===== src/rtl/nes_ctrl_pkg.sv =====
// Shared types, addresses and keycode maps for the NES joypad ports.
// Also holds the keycode decode and D-pad filter helpers.
package nes_ctrl_pkg;

  typedef enum logic [2:0] {
    BTN_RIGHT  = 3'd0,
    BTN_LEFT   = 3'd1,
    BTN_DOWN   = 3'd2,
    BTN_UP     = 3'd3,
    BTN_START  = 3'd4,
    BTN_SELECT = 3'd5,
    BTN_B      = 3'd6,
    BTN_A      = 3'd7
  } btn_e;

  localparam logic [15:0] ADDR_JOY1 = 16'h4016;
  localparam logic [15:0] ADDR_JOY2 = 16'h4017;

  localparam int MAX_SLOTS = 16;

  typedef struct packed {
    logic [7:0] a;
    logic [7:0] b;
    logic [7:0] sel;
    logic [7:0] start;
    logic [7:0] up;
    logic [7:0] down;
    logic [7:0] left;
    logic [7:0] right;
    logic [7:0] turbo_a;
    logic [7:0] turbo_b;
  } keymap_t;

  // HID usage IDs: J K I O W S A D U L
  localparam keymap_t KEYMAP0 = '{
    a: 8'h0D, b: 8'h0E, sel: 8'h0C, start: 8'h12,
    up: 8'h1A, down: 8'h16, left: 8'h04, right: 8'h07,
    turbo_a: 8'h18, turbo_b: 8'h0F
  };

  // N M RShift Enter, arrows, comma period
  localparam keymap_t KEYMAP1 = '{
    a: 8'h11, b: 8'h10, sel: 8'hE5, start: 8'h28,
    up: 8'h52, down: 8'h51, left: 8'h50, right: 8'h4F,
    turbo_a: 8'h36, turbo_b: 8'h37
  };

  function automatic logic key_hit(
    input logic [8*MAX_SLOTS-1:0] keys,
    input logic [7:0]             code
  );
    logic hit;
    hit = 1'b0;
    for (int i = 0; i < MAX_SLOTS; i++) begin
      if (code != 8'h00 && keys[8*i +: 8] == code)
        hit = 1'b1;
    end
    return hit;
  endfunction

  function automatic logic [7:0] decode(
    input logic [8*MAX_SLOTS-1:0] keys,
    input keymap_t                m
  );
    logic [7:0] d;
    d            = 8'h00;
    d[BTN_A]     = key_hit(keys, m.a);
    d[BTN_B]     = key_hit(keys, m.b);
    d[BTN_SELECT]= key_hit(keys, m.sel);
    d[BTN_START] = key_hit(keys, m.start);
    d[BTN_UP]    = key_hit(keys, m.up);
    d[BTN_DOWN]  = key_hit(keys, m.down);
    d[BTN_LEFT]  = key_hit(keys, m.left);
    d[BTN_RIGHT] = key_hit(keys, m.right);
    return d;
  endfunction

  // Opposing directions cancel rather than confuse games.
  function automatic logic [7:0] dpad_filter(input logic [7:0] p);
    logic [7:0] f;
    f = p;
    if (p[BTN_UP] && p[BTN_DOWN]) begin
      f[BTN_UP]   = 1'b0;
      f[BTN_DOWN] = 1'b0;
    end
    if (p[BTN_LEFT] && p[BTN_RIGHT]) begin
      f[BTN_LEFT]  = 1'b0;
      f[BTN_RIGHT] = 1'b0;
    end
    return f;
  endfunction

endpackage


===== src/rtl/nes_ctrl_shift.sv =====
// One pad's 8-bit latch/shift register; shifts in 1s so reads 9+ return 1.
module nes_ctrl_shift
  import nes_ctrl_pkg::*;
(
  input  logic       clk,
  input  logic       reset,
  input  logic       load,
  input  logic       shift,
  input  logic [7:0] pad,
  output logic       q
);

  logic [7:0] sr;

  always_ff @(posedge clk or posedge reset) begin
    if (reset)
      sr <= 8'h00;
    else if (load)
      sr <= pad;
    else if (shift)
      sr <= {sr[6:0], 1'b1};
  end

  assign q = sr[7];

endmodule


===== src/rtl/nes_controller_ports.sv =====
// NES joypad ports at $4016/$4017: HID keycode decode, turbo,
// D-pad filter, strobe latch and serial read-out to the CPU.
module nes_controller_ports
  import nes_ctrl_pkg::*;
#(
  parameter int         NUM_PORTS   = 2,
  parameter int         KEY_SLOTS   = 4,
  parameter int         TURBO_EN    = 1,
  parameter int         TURBO_DIV   = 833_333,
  parameter int         DPAD_FILTER = 1,
  parameter logic [6:0] OPEN_BUS_HI = 7'h20
) (
  input  logic                   clk,
  input  logic                   reset,
  input  logic [15:0]            addr,
  input  logic                   wren,
  input  logic                   rden,
  input  logic [7:0]             din,
  input  logic [8*KEY_SLOTS-1:0] keycode,
  output logic [7:0]             dout,
  output logic                   strobe_o
);

  localparam int CW = (TURBO_DIV > 1) ? $clog2(TURBO_DIV) : 1;

  logic                     strobe;
  logic                     rd_q;
  logic                     phase;
  logic [8*MAX_SLOTS-1:0]   keys;
  logic [7:0]               pad [2];
  logic                     ser [2];
  logic                     sel0;
  logic                     sel1;
  logic                     rd_fire;
  logic                     rd_bit;
  logic                     unused_din;

  assign keys       = (8*MAX_SLOTS)'(keycode);
  assign sel0       = (addr == ADDR_JOY1);
  assign sel1       = (addr == ADDR_JOY2);
  assign unused_din = ^din[7:1];

  // One shift per rden pulse; a coincident write wins the cycle.
  assign rd_fire = rden && !rd_q && !wren;

  always_ff @(posedge clk or posedge reset) begin
    if (reset) begin
      rd_q   <= 1'b0;
      strobe <= 1'b0;
    end else begin
      rd_q <= rden;
      if (wren && sel0)
        strobe <= din[0];
    end
  end

  generate
    if (TURBO_EN != 0) begin : g_turbo
      logic [CW-1:0] cnt;
      always_ff @(posedge clk or posedge reset) begin
        if (reset) begin
          cnt   <= '0;
          phase <= 1'b0;
        end else if (cnt == CW'(TURBO_DIV - 1)) begin
          cnt   <= '0;
          phase <= ~phase;
        end else begin
          cnt <= cnt + 1'b1;
        end
      end
    end else begin : g_no_turbo
      assign phase = 1'b0;
    end
  endgenerate

  generate
    for (genvar p = 0; p < 2; p++) begin : g_port
      if (p < NUM_PORTS) begin : g_on
        localparam keymap_t M = (p == 0) ? KEYMAP0 : KEYMAP1;
        logic [7:0] raw;
        logic       tb_a;
        logic       tb_b;

        assign tb_a = key_hit(keys, M.turbo_a) && phase;
        assign tb_b = key_hit(keys, M.turbo_b) && phase;
        assign raw  = decode(keys, M) | {tb_a, tb_b, 6'b0};
        assign pad[p] = (DPAD_FILTER != 0) ? dpad_filter(raw) : raw;

        nes_ctrl_shift u_shift (
          .clk   (clk),
          .reset (reset),
          .load  (strobe),
          .shift (rd_fire && !strobe && (p == 0 ? sel0 : sel1)),
          .pad   (pad[p]),
          .q     (ser[p])
        );
      end else begin : g_off
        assign pad[p] = 8'h00;
        assign ser[p] = 1'b0;
      end
    end
  endgenerate

  // While strobing, the read sees live A instead of the latched bit.
  always_comb begin
    rd_bit = 1'b0;
    if (strobe)
      rd_bit = sel1 ? pad[1][BTN_A] : pad[0][BTN_A];
    else
      rd_bit = sel1 ? ser[1] : ser[0];
  end

  always_ff @(posedge clk or posedge reset) begin
    if (reset)
      dout <= 8'h00;
    else if (rd_fire && (sel0 || sel1))
      dout <= {OPEN_BUS_HI, rd_bit};
  end

  assign strobe_o = strobe;

endmodule

===== config.mk =====
export PLATFORM = sky130hd
export DESIGN_NAME = nes_controller_ports
export DESIGN_NICKNAME = d
export VERILOG_FILES = /design/src/rtl/nes_ctrl_pkg.sv /design/src/rtl/nes_ctrl_shift.sv /design/src/rtl/nes_controller_ports.sv
export SDC_FILE = /design/constraint.sdc
export NUM_CORES = 1
export LEC_CHECK = 0
export CORE_UTILIZATION = 46
export DETAILED_ROUTE_END_ITERATION = 7
export PLACE_DENSITY = 0.76
export SLEW_MARGIN = 20
export SYNTH_ARGS = -nofsm -noshare
export SYNTH_HDL_FRONTEND = slang
export SYNTH_SLANG_ARGS = --single-unit
export TNS_END_PERCENT = 30

===== constraint.sdc =====
create_clock -name clk -period 1.7 [get_ports clk]
set_input_delay 0.17 -clock clk [delete_from_list [all_inputs] [get_ports clk]]
set_output_delay 0.17 -clock clk [all_outputs]
set_load 0.01 [all_outputs]

==> metrics.md <==
| Metric | Value |
|---|---|
| Reg2Reg Setup Slack | about 28 ps |
| Placer Congestion | between 1 and 1.5 |
| Share of post-route cells with drive strength above 1 | a little under a third |
| Max_cap viols | 0 |
| Total CTS buffers | 5 |
| DR iter-0 viols | between 200 and 300 |
| Setup TNS | 0 ps |
| Pins Over Slew Limit | 0 |
| Unrepaired setup endpoints after global routing | yes |
| Die span in y | roughly 85 µm |
| Clock-pin transition on the worst setup and hold timing paths | around 80 ps |
| Least-Margin Pin Slew | 514.2 ps |
| Yosys reg bits | between 40 and 50 |
| Failing checks | DRC |
| Vias | ~3500 |
| Yosys warnings | 0 |
| EDFF count, synth | 0 |
| Reg-to-reg startpoint | g_turbo.cnt[6] |
| Post-DP HPWL | 7804 µm |
| Number of diodes | 0 |
| Placed cells | 585 |
| CTS max path bufs | 2 |
| GRT Overall Usage | 28.14% |
| Synth Area per Inst | 8.520 µm² |
| Period utilisation layout | 98.35% |
| Final wirelength | between 10000 and 15000 µm |
| Hold/Removal Path Class | in2async |
| Core footprint | between 0.006 and 0.007 mm² |
| Vias/cell | between 5 and 6 |
| Fin crit period | around 1700 ps |
| Sink Count | 41 |
| # DRC | 15 |
| R2R depth | 4 |
| CTS H-tree depth | 2 |
| Status | finished with violations |
| Fin cells | ~600 |
| Post-Syn Area | 0.003136 mm² |
| Clock Skew | roughly 8.4 ps |
| P&R area growth vs syn | 53.03% |
| Placement row count | 29 |
| Die W | about 85 µm |
| Max rail drop VDD | 0.3487 mV |
| CP max FO | 7 |
| Slew headroom | between 60% and 70% |
| Antenna violations before repair | 0 |
| Root buffer cell | clkbuf_8 |
| IO Port Bufs | 55 |
| Fill cells | around 500 |
| WP data required | approximately 1900 ps |
| FMAX | roughly 600 MHz |
| Fin nets | 581 |
| Initial Utilization | 48.55% |
| Startpoint Class | flip-flop |
| Boundary pin count | slightly below 70 |
| Primary FF master, synth | dfrtp_1 |
| Antenna-violating nets left | 0 |
| DR pass1 iterations | 7 |
| Clk Latency, worst-skew pair | 290 ps |
| Reg-to-Reg End | g_turbo.cnt[9] |
| WP data arrival | 1860 ps |
| Final Hold Viols | 0 |
| Crit path capture type | flip-flop |
| Leak | 2.163 nW |
| First-pass GRT wire length | ~16000 µm |
| CTS tree | built |
| Total die area | 0.007150 mm² |
| Post-Synthesis Cells | roughly 370 |
| Total grt overflow | 0 |
| Post-synthesis async set-or-reset flop share | 100.0% |
| WL/cell | ~17 µm |
| Vias in the first global route | about 3400 |
| PwrDens | ~470 mW/mm² |
| Seq/Total Area, Yosys | about a third |
| Final setup fails | 0 |
| Largest net degree at the start of global routing | 42 |
| Library cells used by synthesis | 70 |
| Worst setup path class | reg2reg |
[routing by layer]
layer	wire length [µm]	GRT usage (%)
met1	4373	38.55
met3	723	4.621
met4	197	8.937
met5	0	0
met2	4776	45.60
[worst max path at each step]
stage                    startpoint                      endpoint  slack, ps  depth (start not counted)
finish               g_turbo.cnt[6]                g_turbo.cnt[9]         30                          4
global route            keycode[21]  g_port[0].g_on.u_shift.sr[0]        -50                          7
CTS                         addr[9]  g_port[1].g_on.u_shift.sr[6]          2                          7
detailed placement         addr[14]  g_port[1].g_on.u_shift.sr[0]       -450                          7
global placement         keycode[7]  g_port[1].g_on.u_shift.sr[2]       -390                          8
floorplan           g_turbo.cnt[11]               g_turbo.cnt[10]         20                          4
[synth_stat cells, types with 3 or more instances]
cell type | n | share of area, %
a211oi_1 | 5 | 1.2
a21oi_1 | 6 | 0.96
a2bb2oi_1 | 3 | 0.84
a31oi_1 | 5 | 1.0
a32oi_1 | 3 | 0.84
and2_1 | 3 | 0.60
and3_1 | 5 | 1.0
and4_1 | 4 | 1.1
buf_2 | 4 | 0.64
buf_4 | 6 | 1.4
clkbuf_1 | 4 | 0.48
dfrtp_1 | 41 | 33
inv_1 | 9 | 1.1
mux2_1 | 3 | 1.1
mux2i_1 | 9 | 2.9
nand2_1 | 31 | 3.7
nand2b_1 | 15 | 3.0
nand3_1 | 16 | 2.6
nand3b_1 | 5 | 1.2
nand4_1 | 9 | 1.8
nand4b_1 | 7 | 2.0
nor2_1 | 46 | 5.5
nor2b_1 | 11 | 2.2
nor3_1 | 13 | 2.1
nor3b_1 | 3 | 0.72
nor4_1 | 9 | 1.8
nor4b_1 | 6 | 1.7
nor4b_2 | 3 | 1.4
o21ai_1 | 8 | 1.3
o22ai_1 | 5 | 1.0
or3_1 | 3 | 0.60
or4_1 | 5 | 1.2
xnor2_1 | 6 | 1.7
xor2_1 | 12 | 3.4
[where the power goes]
group	internal [mW]	total (mW)	leakage, nW	switching (mW)
clock network	0.479	0.810	0.0585	0.331
logic	0.255	0.478	1.56	0.223
registers	0.979	0.981	0.545	0.00212
[state kept, by name, indices dropped and copies added, names as in the netlist]
signal,count
dout,2
strobe_o,1
g_turbo.cnt,20
phase,1
rd_q,1
g_port.g_on.u_shift.sr,16
[kinds of logic (layout without fill, tap and decap cells)]
family,Yosys count,count (layout),share of synthesized area (%)
flops,41,41,32.72
mux,13,13,4.310
other cells,1,6,0.1196
fa+ha+maj,2,2,0.7980
compound gates,57,57,13.09
xor+xnor,18,18,5.028
buf+inv,25,172,3.990
simple gates,211,211,39.94
[cell type report]
| cell class | count | area (µm²) | share of cell area, % |
|---|---|---|---|
| multi-input cells | 307 | 2221 | 46.28 |
| repair buffers | 154 | 1301 | 27.12 |
| flip-flops and latches | 41 | 1026 | 21.38 |
| well taps | 77 | 96.34 | 2.008 |
| clock buffers | 7 | 86.33 | 1.799 |
| inverters | 10 | 37.54 | 0.7823 |
| clock inverters | 1 | 30.03 | 0.6258 |
[what timing repair did]
item / 4_1_cts / 5_1_grt
hold buffers: 0 / 0
endpoints found under the setup margin: 25 / 33
pin swaps: 15 / 12
setup buffers: 0 / 4
resized for setup: 38 / 39
[metrics by stage]
step | util, % | total power, mW | setup WS (ps) | hold slack [ps] | instance area (µm²)
global route | 74.29 | 2.354 | -52.47 | 355.2 | 4798
CTS | 71.35 | 2.256 | 1.559 | 321.1 | 4608
global placement | 68.54 | 1.445 | -386.9 | 458.2 | 4427
finish | 74.29 | 2.269 | 28.04 | 302.4 | 4798
detailed placement | 68.54 | 1.457 | -449.3 | 465.1 | 4427
floorplan | - | 1.134 | 15.60 | 201.4 | 3154
[worst max-delay path: stages, from the launching register on]
cell and delay [ps]:
dfrtp_1 400, or4b_4 550, nor4_4 350, buf_4 220
nor2_1 60
[cells in the final DEF, fill, tap and decap left out, types with 6 or more instances in the layout]
master and instances:
clkbuf_8 6, nor2_1 39, nand2_1 31, nand2b_1 15, nor3_1 8, xor2_1 12
inv_1 9, nor2_2 6, dfrtp_1 41, nand3_1 15, xnor2_1 6, nor2b_1 7
a21oi_1 6, nand4_1 9, dlygate4sd2_1 19, nand4b_1 7, dlymetal6s2s_1 8, clkdlybuf4s50_1 28
o21ai_1 7, buf_4 96, nor4_1 6, conb_1 6, mux2i_1 9
Power figures use the tool's default switching activity.
